<file path="config.mk">
export PLATFORM = sky130hd
export DESIGN_NAME = seg_scan_decoder
export DESIGN_NICKNAME = d
export VERILOG_FILES = /design/src/rtl/seg_scan_decoder.sv
export SDC_FILE = /design/constraint.sdc
export NUM_CORES = 1
export LEC_CHECK = 0
export CORE_MARGIN = 1.5
export CORE_UTILIZATION = 50
export DETAILED_ROUTE_END_ITERATION = 7
export GPL_TIMING_DRIVEN = 0
export HOLD_SLACK_MARGIN = 0.08
export PLACE_DENSITY = 0.75
export SKIP_CTS_REPAIR_TIMING = 1
export SYNTH_ARGS = -nofsm -noshare
export SYNTH_HDL_FRONTEND = slang
export SYNTH_SLANG_ARGS = --single-unit
</file>
<file path="constraint.sdc">
create_clock -name clk -period 5.7 [get_ports clk]
set_clock_uncertainty 0.1 [all_clocks]
set_input_delay 1.71 -clock clk [delete_from_list [all_inputs] [get_ports clk]]
set_output_delay 1.71 -clock clk [all_outputs]
set_load 0.05 [all_outputs]
</file>
<file path="src/rtl/seg_scan_decoder.sv">
// ---------------------------------------------------------------------------
// seg_scan_decoder
//
// Purpose:
//   Receive side of the stopwatch's 4-digit multiplexed 7-segment display bus.
//   It listens on the same AN/seg/dot nets as the display and does not drive
//   them. For each complete scan it rebuilds the shown time as BCD digits and
//   as a total in tenths of a second. It then offers the result as one frame
//   over a valid/ready handshake.
//
// Parameters:
//   STABLE_CYCLES   consecutive identical synchronized samples needed before
//                   a digit slot is accepted
//   TIMEOUT_CYCLES  cycles allowed in COLLECT before the scan is declared lost
//
// Ports:
//   clk          system clock
//   rst          synchronous reset, active-low
//   an_in[3:0]   anode lines, active-low one-hot
//                (1110 tenths, 1101 sec0, 1011 sec1, 0111 min)
//   seg_in[6:0]  segment lines, active-low, bit0=a .. bit6=g
//   dot_in       decimal point, active-low
//   frame_ready  consumer takes the frame when frame_valid && frame_ready
//   frame_valid  frame outputs valid, held until accepted
//   min/sec1/sec0/tenths  decoded BCD digits (4'hF when undecodable)
//   total_tenths min*600 + sec1*100 + sec0*10 + tenths, 0 for a bad frame
//   dot_mask     raw captured dot per slot, [0]=tenths .. [3]=min
//   frame_bad    at least one slot was undecodable or out of range
//   overrun      1-cycle pulse, completed frame dropped (output still held)
//   scan_lost    1-cycle pulse, COLLECT timed out
// ---------------------------------------------------------------------------
module seg_scan_decoder #(
  parameter int STABLE_CYCLES  = 4,
  parameter int TIMEOUT_CYCLES = 1000000
) (
  input  logic        clk,
  input  logic        rst,
  input  logic [3:0]  an_in,
  input  logic [6:0]  seg_in,
  input  logic        dot_in,
  input  logic        frame_ready,
  output logic        frame_valid,
  output logic [3:0]  min,
  output logic [3:0]  sec1,
  output logic [3:0]  sec0,
  output logic [3:0]  tenths,
  output logic [12:0] total_tenths,
  output logic [3:0]  dot_mask,
  output logic        frame_bad,
  output logic        overrun,
  output logic        scan_lost
);

  localparam int SCW = $clog2(STABLE_CYCLES + 1);
  localparam int TOW = $clog2(TIMEOUT_CYCLES + 1);

  localparam logic [SCW-1:0] STABLE_MAX  = SCW'(STABLE_CYCLES);
  localparam logic [TOW-1:0] TIMEOUT_MAX = TOW'(TIMEOUT_CYCLES);

  // The idle bus value (all lines released) is used as the reset value of
  // the synchronizer and of the previous-sample register.
  localparam logic [11:0] IDLE_SAMPLE = 12'hFFF;

  typedef enum logic {
    ST_SYNC,
    ST_COLLECT
  } state_t;

  // Synchronizer stages
  logic [3:0]       an_meta_q, an_meta_d, an_sync_q, an_sync_d;
  logic [6:0]       seg_meta_q, seg_meta_d, seg_sync_q, seg_sync_d;
  logic             dot_meta_q, dot_meta_d, dot_sync_q, dot_sync_d;

  // Stability tracking
  logic [11:0]      cur_sample;
  logic [11:0]      prev_q, prev_d;
  logic [SCW-1:0]   stab_cnt_q, stab_cnt_d;
  logic             armed_q, armed_d;
  logic             an_onehot;
  logic [1:0]       slot;
  logic             accept;

  // Segment decode of the current sample
  logic [3:0]       dec_digit;
  logic             dec_bad;
  logic             slot_bad;

  // Frame assembly
  state_t           state_q, state_d;
  logic [3:0][3:0]  sh_digit_q, sh_digit_d;
  logic [3:0]       sh_dot_q, sh_dot_d;
  logic [3:0]       sh_bad_q, sh_bad_d;
  logic [3:0]       mask_q, mask_d;
  logic [TOW-1:0]   tmo_q, tmo_d;
  logic [TOW-1:0]   tmo_inc;
  logic [12:0]      sum_tenths;

  // Output registers
  logic             frame_valid_q, frame_valid_d;
  logic [3:0]       min_q, min_d;
  logic [3:0]       sec1_q, sec1_d;
  logic [3:0]       sec0_q, sec0_d;
  logic [3:0]       tenths_q, tenths_d;
  logic [12:0]      total_q, total_d;
  logic [3:0]       dot_mask_q, dot_mask_d;
  logic             frame_bad_q, frame_bad_d;
  logic             overrun_q, overrun_d;
  logic             scan_lost_q, scan_lost_d;

  // Maps an active-low segment pattern to {bad, digit}.
  // Unknown patterns return bad with digit 4'hF.
  function automatic logic [4:0] decode_seg(input logic [6:0] s);
    logic [4:0] r;
    case (s)
      7'b1000000: r = 5'h00;
      7'b1111001: r = 5'h01;
      7'b0100100: r = 5'h02;
      7'b0110000: r = 5'h03;
      7'b0011001: r = 5'h04;
      7'b0010010: r = 5'h05;
      7'b0000010: r = 5'h06;
      7'b1111000: r = 5'h07;
      7'b0000000: r = 5'h08;
      7'b0010000: r = 5'h09;
      default:    r = 5'h1F;
    endcase
    return r;
  endfunction

  // Two-flop synchronizer on every bus line before any logic sees it
  always_comb begin
    an_meta_d  = an_in;
    seg_meta_d = seg_in;
    dot_meta_d = dot_in;
    an_sync_d  = an_meta_q;
    seg_sync_d = seg_meta_q;
    dot_sync_d = dot_meta_q;
  end

  // Slot identification from the synchronized anodes.
  // Only a single low anode identifies a slot.
  always_comb begin
    an_onehot = 1'b1;
    slot      = 2'd0;
    case (an_sync_q)
      4'b1110: slot = 2'd0;
      4'b1101: slot = 2'd1;
      4'b1011: slot = 2'd2;
      4'b0111: slot = 2'd3;
      default: an_onehot = 1'b0;
    endcase
  end

  // Stability counter and acceptance.
  // The counter saturates at the threshold, so a long dwell does not wrap it.
  // The armed flag lets a slot be accepted only once per anode dwell. It is
  // re-armed only when the anode pattern changes, so a segment glitch inside
  // a slot cannot cause a second acceptance.
  always_comb begin
    cur_sample = {an_sync_q, seg_sync_q, dot_sync_q};
    prev_d     = cur_sample;
    stab_cnt_d = SCW'(1);
    if (an_onehot && (cur_sample == prev_q)) begin
      if (stab_cnt_q == STABLE_MAX) begin
        stab_cnt_d = stab_cnt_q;
      end else begin
        stab_cnt_d = stab_cnt_q + SCW'(1);
      end
    end
    accept  = armed_q && an_onehot && (stab_cnt_d == STABLE_MAX);
    armed_d = armed_q;
    if (an_sync_q != prev_q[11:8]) begin
      armed_d = 1'b1;
    end
    if (accept) begin
      armed_d = 1'b0;
    end
  end

  // Digit decode.
  // The tens-of-seconds digit can only be 0-5, so 6-9 in that slot also
  // marks the frame bad.
  always_comb begin
    {dec_bad, dec_digit} = decode_seg(seg_sync_q);
    slot_bad = dec_bad || ((slot == 2'd2) && (dec_digit > 4'd5));
  end

  // Weighted sum of the shadow digits, used only in the publish cycle
  always_comb begin
    sum_tenths = 13'(sh_digit_q[3]) * 13'd600
               + 13'(sh_digit_q[2]) * 13'd100
               + 13'(sh_digit_q[1]) * 13'd10
               + 13'(sh_digit_q[0]);
  end

  // Frame assembly FSM and output handshake.
  // SYNC waits for a tenths acceptance so that every frame starts at the
  // same slot. COLLECT fills the shadow registers until all four slots are
  // seen, then publishes. Publishing has priority over the timeout.
  always_comb begin
    state_d       = state_q;
    sh_digit_d    = sh_digit_q;
    sh_dot_d      = sh_dot_q;
    sh_bad_d      = sh_bad_q;
    mask_d        = mask_q;
    tmo_d         = tmo_q;
    tmo_inc       = tmo_q + TOW'(1);
    frame_valid_d = frame_valid_q;
    min_d         = min_q;
    sec1_d        = sec1_q;
    sec0_d        = sec0_q;
    tenths_d      = tenths_q;
    total_d       = total_q;
    dot_mask_d    = dot_mask_q;
    frame_bad_d   = frame_bad_q;
    overrun_d     = 1'b0;
    scan_lost_d   = 1'b0;

    // A consumed frame drops valid. A publish in the same cycle overrides it.
    if (frame_valid_q && frame_ready) begin
      frame_valid_d = 1'b0;
    end

    case (state_q)
      ST_SYNC: begin
        tmo_d = '0;
        if (accept && (slot == 2'd0)) begin
          sh_digit_d[0] = dec_digit;
          sh_dot_d[0]   = dot_sync_q;
          sh_bad_d      = {3'b000, slot_bad};
          mask_d        = 4'b0001;
          state_d       = ST_COLLECT;
        end
      end

      ST_COLLECT: begin
        if (mask_q == 4'b1111) begin
          // A held frame that is not being taken this cycle cannot be
          // replaced, so the new frame is dropped.
          if (!frame_valid_q || frame_ready) begin
            frame_valid_d = 1'b1;
            min_d         = sh_digit_q[3];
            sec1_d        = sh_digit_q[2];
            sec0_d        = sh_digit_q[1];
            tenths_d      = sh_digit_q[0];
            dot_mask_d    = sh_dot_q;
            frame_bad_d   = |sh_bad_q;
            total_d       = (|sh_bad_q) ? 13'd0 : sum_tenths;
          end else begin
            overrun_d = 1'b1;
          end
          mask_d  = 4'b0000;
          tmo_d   = '0;
          state_d = ST_SYNC;
        end else if (tmo_inc == TIMEOUT_MAX) begin
          scan_lost_d = 1'b1;
          sh_digit_d  = '0;
          sh_dot_d    = 4'b0000;
          sh_bad_d    = 4'b0000;
          mask_d      = 4'b0000;
          tmo_d       = '0;
          state_d     = ST_SYNC;
        end else begin
          tmo_d = tmo_inc;
          if (accept) begin
            sh_digit_d[slot] = dec_digit;
            sh_dot_d[slot]   = dot_sync_q;
            sh_bad_d[slot]   = slot_bad;
            mask_d[slot]     = 1'b1;
          end
        end
      end

      default: state_d = ST_SYNC;
    endcase
  end

  // All state registers. Reset loads the idle bus into the synchronizer and
  // clears everything else, so a frame in progress is simply dropped.
  always_ff @(posedge clk) begin
    if (!rst) begin
      an_meta_q     <= 4'hF;
      an_sync_q     <= 4'hF;
      seg_meta_q    <= 7'h7F;
      seg_sync_q    <= 7'h7F;
      dot_meta_q    <= 1'b1;
      dot_sync_q    <= 1'b1;
      prev_q        <= IDLE_SAMPLE;
      stab_cnt_q    <= '0;
      armed_q       <= 1'b1;
      state_q       <= ST_SYNC;
      sh_digit_q    <= '0;
      sh_dot_q      <= 4'b0000;
      sh_bad_q      <= 4'b0000;
      mask_q        <= 4'b0000;
      tmo_q         <= '0;
      frame_valid_q <= 1'b0;
      min_q         <= 4'd0;
      sec1_q        <= 4'd0;
      sec0_q        <= 4'd0;
      tenths_q      <= 4'd0;
      total_q       <= 13'd0;
      dot_mask_q    <= 4'b0000;
      frame_bad_q   <= 1'b0;
      overrun_q     <= 1'b0;
      scan_lost_q   <= 1'b0;
    end else begin
      an_meta_q     <= an_meta_d;
      an_sync_q     <= an_sync_d;
      seg_meta_q    <= seg_meta_d;
      seg_sync_q    <= seg_sync_d;
      dot_meta_q    <= dot_meta_d;
      dot_sync_q    <= dot_sync_d;
      prev_q        <= prev_d;
      stab_cnt_q    <= stab_cnt_d;
      armed_q       <= armed_d;
      state_q       <= state_d;
      sh_digit_q    <= sh_digit_d;
      sh_dot_q      <= sh_dot_d;
      sh_bad_q      <= sh_bad_d;
      mask_q        <= mask_d;
      tmo_q         <= tmo_d;
      frame_valid_q <= frame_valid_d;
      min_q         <= min_d;
      sec1_q        <= sec1_d;
      sec0_q        <= sec0_d;
      tenths_q      <= tenths_d;
      total_q       <= total_d;
      dot_mask_q    <= dot_mask_d;
      frame_bad_q   <= frame_bad_d;
      overrun_q     <= overrun_d;
      scan_lost_q   <= scan_lost_d;
    end
  end

  assign frame_valid  = frame_valid_q;
  assign min          = min_q;
  assign sec1         = sec1_q;
  assign sec0         = sec0_q;
  assign tenths       = tenths_q;
  assign total_tenths = total_q;
  assign dot_mask     = dot_mask_q;
  assign frame_bad    = frame_bad_q;
  assign overrun      = overrun_q;
  assign scan_lost    = scan_lost_q;

endmodule

</file>
# Word level (Yosys, flattened, before mapping)

Index checks and enable logic that the tools add are counted.
W data, S select, Z words.

Output and inout port bits: 37
Register bits after elaboration: 126
Logic and storage cells: 138

Magnitude comparators: 3
Multiply operators: 3
Muxes and demuxes: 48
Equal/unequal tests: 24
Add/sub/neg operators: 5
Bitwise logic cells: 4
Reductions and logical operators: 22

Operator list:

| operator                | count |
|---|---|
| $mux W4                 | 13 |
| $pmux W5 S10            | 1 |
| $mux W20                | 2 |
| $pmux W20 S2            | 1 |
| $mux W16                | 2 |
| $pmux W4 S2             | 3 |
| $eq A7 B5 Y1 const B    | 3 |
| $eq A7 B7 Y1 const B    | 3 |
| $add A20 B1 Y20 const B | 1 |
| $eq A20 B20 Y1 const B  | 1 |
| $bwmux W16              | 1 |
| $eq A4 B4 Y1 const B    | 4 |
| $mux W1                 | 15 |
| $eq A7 B6 Y1 const B    | 2 |
| $add A13 B11 Y13        | 1 |
| $add A13 B4 Y13         | 1 |
| $add A13 B8 Y13         | 1 |
| $mux W13                | 1 |
| $eq A12 B12 Y1          | 1 |
| $reduce_and A3 Y1       | 4 |
| $mul A4 B7 Y10 const B  | 1 |
| $mul A4 B5 Y9 const B   | 1 |
| $bwmux W4               | 2 |
| $demux W4 S2            | 1 |
| other kinds (28)        | 43 |

# Logic depth before layout (Yosys ltp)

Depth after elaboration: 11
Gate-level depth with buffers: 17
Depth with buffers taken out: 17

# Worst setup path after synthesis

No wires, ideal clock.

Path type: register to register
Start point: register sh_digit_q[14] (netlist name)
End point: register total_q[12] (netlist: total_tenths[12])
Required time: 5.480 ns
Period minus slack after synthesis: 3.874 ns
Cell stages (with the launch flop): 18
Path slack: 1.826 ns
Arrival time: 3.654 ns
Cells stage by stage: dfxtp_1 > ha_1 > inv_1 > fa_1 > inv_1 > ha_1 > a21o_1 > a21oi_1 > xnor2_1 > ha_1 > ha_1 > ha_1 > nor2_1 > nor2_1 > o41ai_1 > o21a_1 > and4_1 > a211o_1

Cells in the longest elaborated chain, start to end: 5

Ends and longest elaborated chain:

| what                   | RTL line | RTL |
|---|---|---|
| from (decl)            | 90       | `logic [3:0][3:0] sh_digit_q, sh_digit_d;` |
| from (signal assigned) | 318      | `sh_digit_q <= sh_digit_d;` |
| $mul A4 B7 Y10         | 190      | `sum_tenths = 13'(sh_digit_q[3]) * 13'd600` |
| $add A13 B11 Y13       | 191      | `+ 13'(sh_digit_q[2]) * 13'd100` |
| $add A13 B8 Y13        | 192      | `+ 13'(sh_digit_q[1]) * 13'd10` |
| $add A13 B4 Y13        | 193      | `+ 13'(sh_digit_q[0]);` |
| $mux W13               | 248      | `total_d = (\|sh_bad_q) ? 13'd0 : sum_tenths;` |
| to (signal assigned)   | 328      | `total_q <= total_d;` |
| to (decl)              | 104      | `logic [12:0] total_q, total_d;` |

No other way between the ends.
A chain may end at the register's enable or synchronous reset.

# Worst setup path in the final report

Same ends and word-level chain as after synthesis.

==> out/metrics.cfg <==
[grt]
grt_pass1_wl_um=23800
gr-usage-all-layers_pct=22.6
antenna_found_initial=0
grt_max_degree=17
gr-total-overflow=0
grt_pass1_vias=5171

[floorplan]
num_io_pins=52
rows=41
die_x_um=117
die_y_um=117
dieArea_mm2=0.0136
start_util_pct=51.2
fp.coreArea_mm2=0.0126

[worst_setup_path]
rrSetupSlack_ns=1.42
crit_path_start_kind=flip-flop
crit_path_start=sh_digit_q[14]
path_max_fanout=7
cp-end-kind=flip-flop
critical_path_class=flip-flop to flip-flop
cp_data_required_time_ns=5.90
worstPathArrival_ns=4.49
crit_end=total_tenths[12]
reg2reg_to=total_tenths[12]
r2r-start=sh_digit_q[14]
reg2reg_depth=17

[pwr]
pwr-share-seq_pct=43.3
irDropWorstVdd_v=0.000188
pwr-share-clk_pct=53.7
switching_share_pct=19.8
p_leak_uw=0.00311
powerDensity_mw_per_mm2=266
p_int_uw=1660
combPwrFrac_pct=3.1
p_switching_uw=411

[placed_design]
dpl_cell_area_mm2=0.00719
post-dp-hpwl_um=11100
port_buffers=51
placed_cells=926
gp_congestion=0.884

[sta]
worst_pin_slew_ns=0.698
whs_ns=0.303
period_minus_slack_ns=4.28
finalSetupViolCount=0
finalHoldViolCount=0
slew_headroom_pct=53.4
fin_crit_sh_pct=75.1
drv_slew=0
fmax_ghz=0.233
fin_setup_tns_ns=0
rsz0062_at_grt=no

[hold_path]
hp-class=flip-flop to flip-flop

[layout]
antenna_cells=0
area_growth_pct=20.7
fin_cells=957
fin_area_mm2=0.00780
fin_util_pct=61.8
final_common_cell=dfxtp_1
final_cell_mix=dfxtp_1, nand2_1, nor2_1, ha_1, clkdlybuf4s50_1
nets=851
drive_gt1_share_pct=7.13

[drt]
route.vias.total=5333
viasPerCell=5.57
ant_nets=0
routed_wl_um=14600
drc_errors=0
drtIter0Drc=280
wl_per_cell_um=15.3
drt_pass1_iterations=5

[clock_network]
cts_buffers=17
clk_path_buf_depth=2
clock-root-buffer=clkbuf_16
clock_latency_ns=0.42
clkTransAtPathRegs_ns=0.05
h-tree-depth=4
tritoncts=built
clock_sinks=126

[logic_synthesis]
synth_fa_ha_area_share_pct=13.5
synth_compound_area_share_pct=14.5
synth_xor_area_share_pct=6.91
ys_ff_latch=126
netlist_instances=703
synth_area_mm2=0.00646
synth_ff_type=dfxtp_1
synth_area_per_cell_um2=9.19
ys_types=77
synth_top_area_cell=dfxtp_1
yosysTopAreaCellShare_pct=39.0
ys_warn_count=0
synth_top_family_by_area=simple AND/OR/NAND/NOR gates
synthSimpleGateAreaFrac_pct=21.3
seq_area_frac_synth_pct=39.0
synth.net_count=781
synth_edf_count=0
async_flop_share_pct=0
synth_area_leaders=dfxtp_1, ha_1, xnor2_1
synthMuxAreaShare_pct=0.619

[outcome]
run_status=complete, no violations

[run]
maxCapViolations=0

==> stage by stage <==
stage                     setup WS (ns)  total power, uW
after CTS                          1.40             2080
after floorplan                    1.83              957
after global routing               1.18             2130
after global placement             1.59              977
final                              1.42             2070
after detailed placement           1.41              980
==> flip-flops by register name, indices dropped and copies added (netlist names), 7 cells and up <==
name          count
seg_meta_q        7
tmo_q            20
total_tenths     13
sh_digit_q       16
prev_q           12
seg_sync_q        7
==> layout make-up <==
| class | instances | area, um2 |
|---|---|---|
| clock buffer | 25 | 505 |
| clock inverter | 6 | 105 |
| multi-input combinational | 516 | 3670 |
| tap | 172 | 215 |
| inverter | 29 | 109 |
| fill | 1098 | 4820 |
| buffer | 32 | 165 |
| sequential | 126 | 2520 |
| timing repair buffer | 51 | 510 |
==> cells by family after synthesis <==
logic type	Yosys count
xor gates and xnor gates	51
adders and majority gates	63
DFF	126
buffers and inverters	61
muxes	4
AOI/OAI and AO/OA	131
and+or+nand+nor	267
==> worst min path at each step <==
| stage | start | to | slack, ns | cells after the start |
|---|---|---|---|---|
| floorplan | an_meta_q[0] | an_sync_q[0] | 0.29 | 1 |
| detailed placement | an_meta_q[2] | an_sync_q[2] | 0.29 | 1 |
| finish | seg_meta_q[5] | seg_sync_q[5] | 0.30 | 1 |
| CTS | an_meta_q[2] | an_sync_q[2] | 0.31 | 1 |
| global placement | seg_meta_q[6] | seg_sync_q[6] | 0.29 | 1 |
| global route | an_meta_q[2] | an_sync_q[2] | 0.32 | 1 |
==> cell usage after synthesis (4+ instances only) <==
cell,count
clkbuf_1,20
and3_1,9
a21o_1,5
a22oi_1,6
fa_1,11
inv_1,29
nand2_1,78
nor2_1,52
mux2i_1,4
xor2_1,9
nor4_1,5
a22o_1,15
nand3_1,24
o211a_1,4
nand2b_1,34
nor3_1,16
nand4_1,9
a21oi_1,45
o21ai_0,11
ha_1,52
or2_2,4
xnor2_1,42
o21a_1,8
dfxtp_1,126
buf_2,5
==> power groups by stage <==
stage	logic, uW	registers [uW]	clock network, uW
2_1_floorplan	42.4	915	0
3_3_place_gp	61.6	916	0
3_5_place_dp	63.7	916	0
4_1_cts	64.1	898	1120
5_1_grt	70.0	898	1160
6_report	63.5	898	1110
==> critical path, stage by stage (launching register included) <==
cell and delay [ns]:
dfxtp_1 0.40, ha_1 0.32, inv_1 0.05, fa_1 0.52
inv_1 0.05, ha_1 0.22, a21o_1 0.19, a21oi_1 0.27
xnor2_1 0.16, ha_1 0.25, ha_1 0.30, ha_1 0.34
nor2_1 0.05, nor2_1 0.13, o41ai_1 0.12, o21a_1 0.23
and4_1 0.20, a211o_1 0.28
==> metal layers <==
layer	routed length, um	part of all wire (%)	up-vias	track usage (%)
met5	0	0	-	0
met4	459	3.1	0	11.5
met1	6010	41	2562	24.3
met2	7550	52	137	41.2
met3	614	4.2	32	5.60
li1	-	-	2602	-
Power figures use the tool's default switching activity.
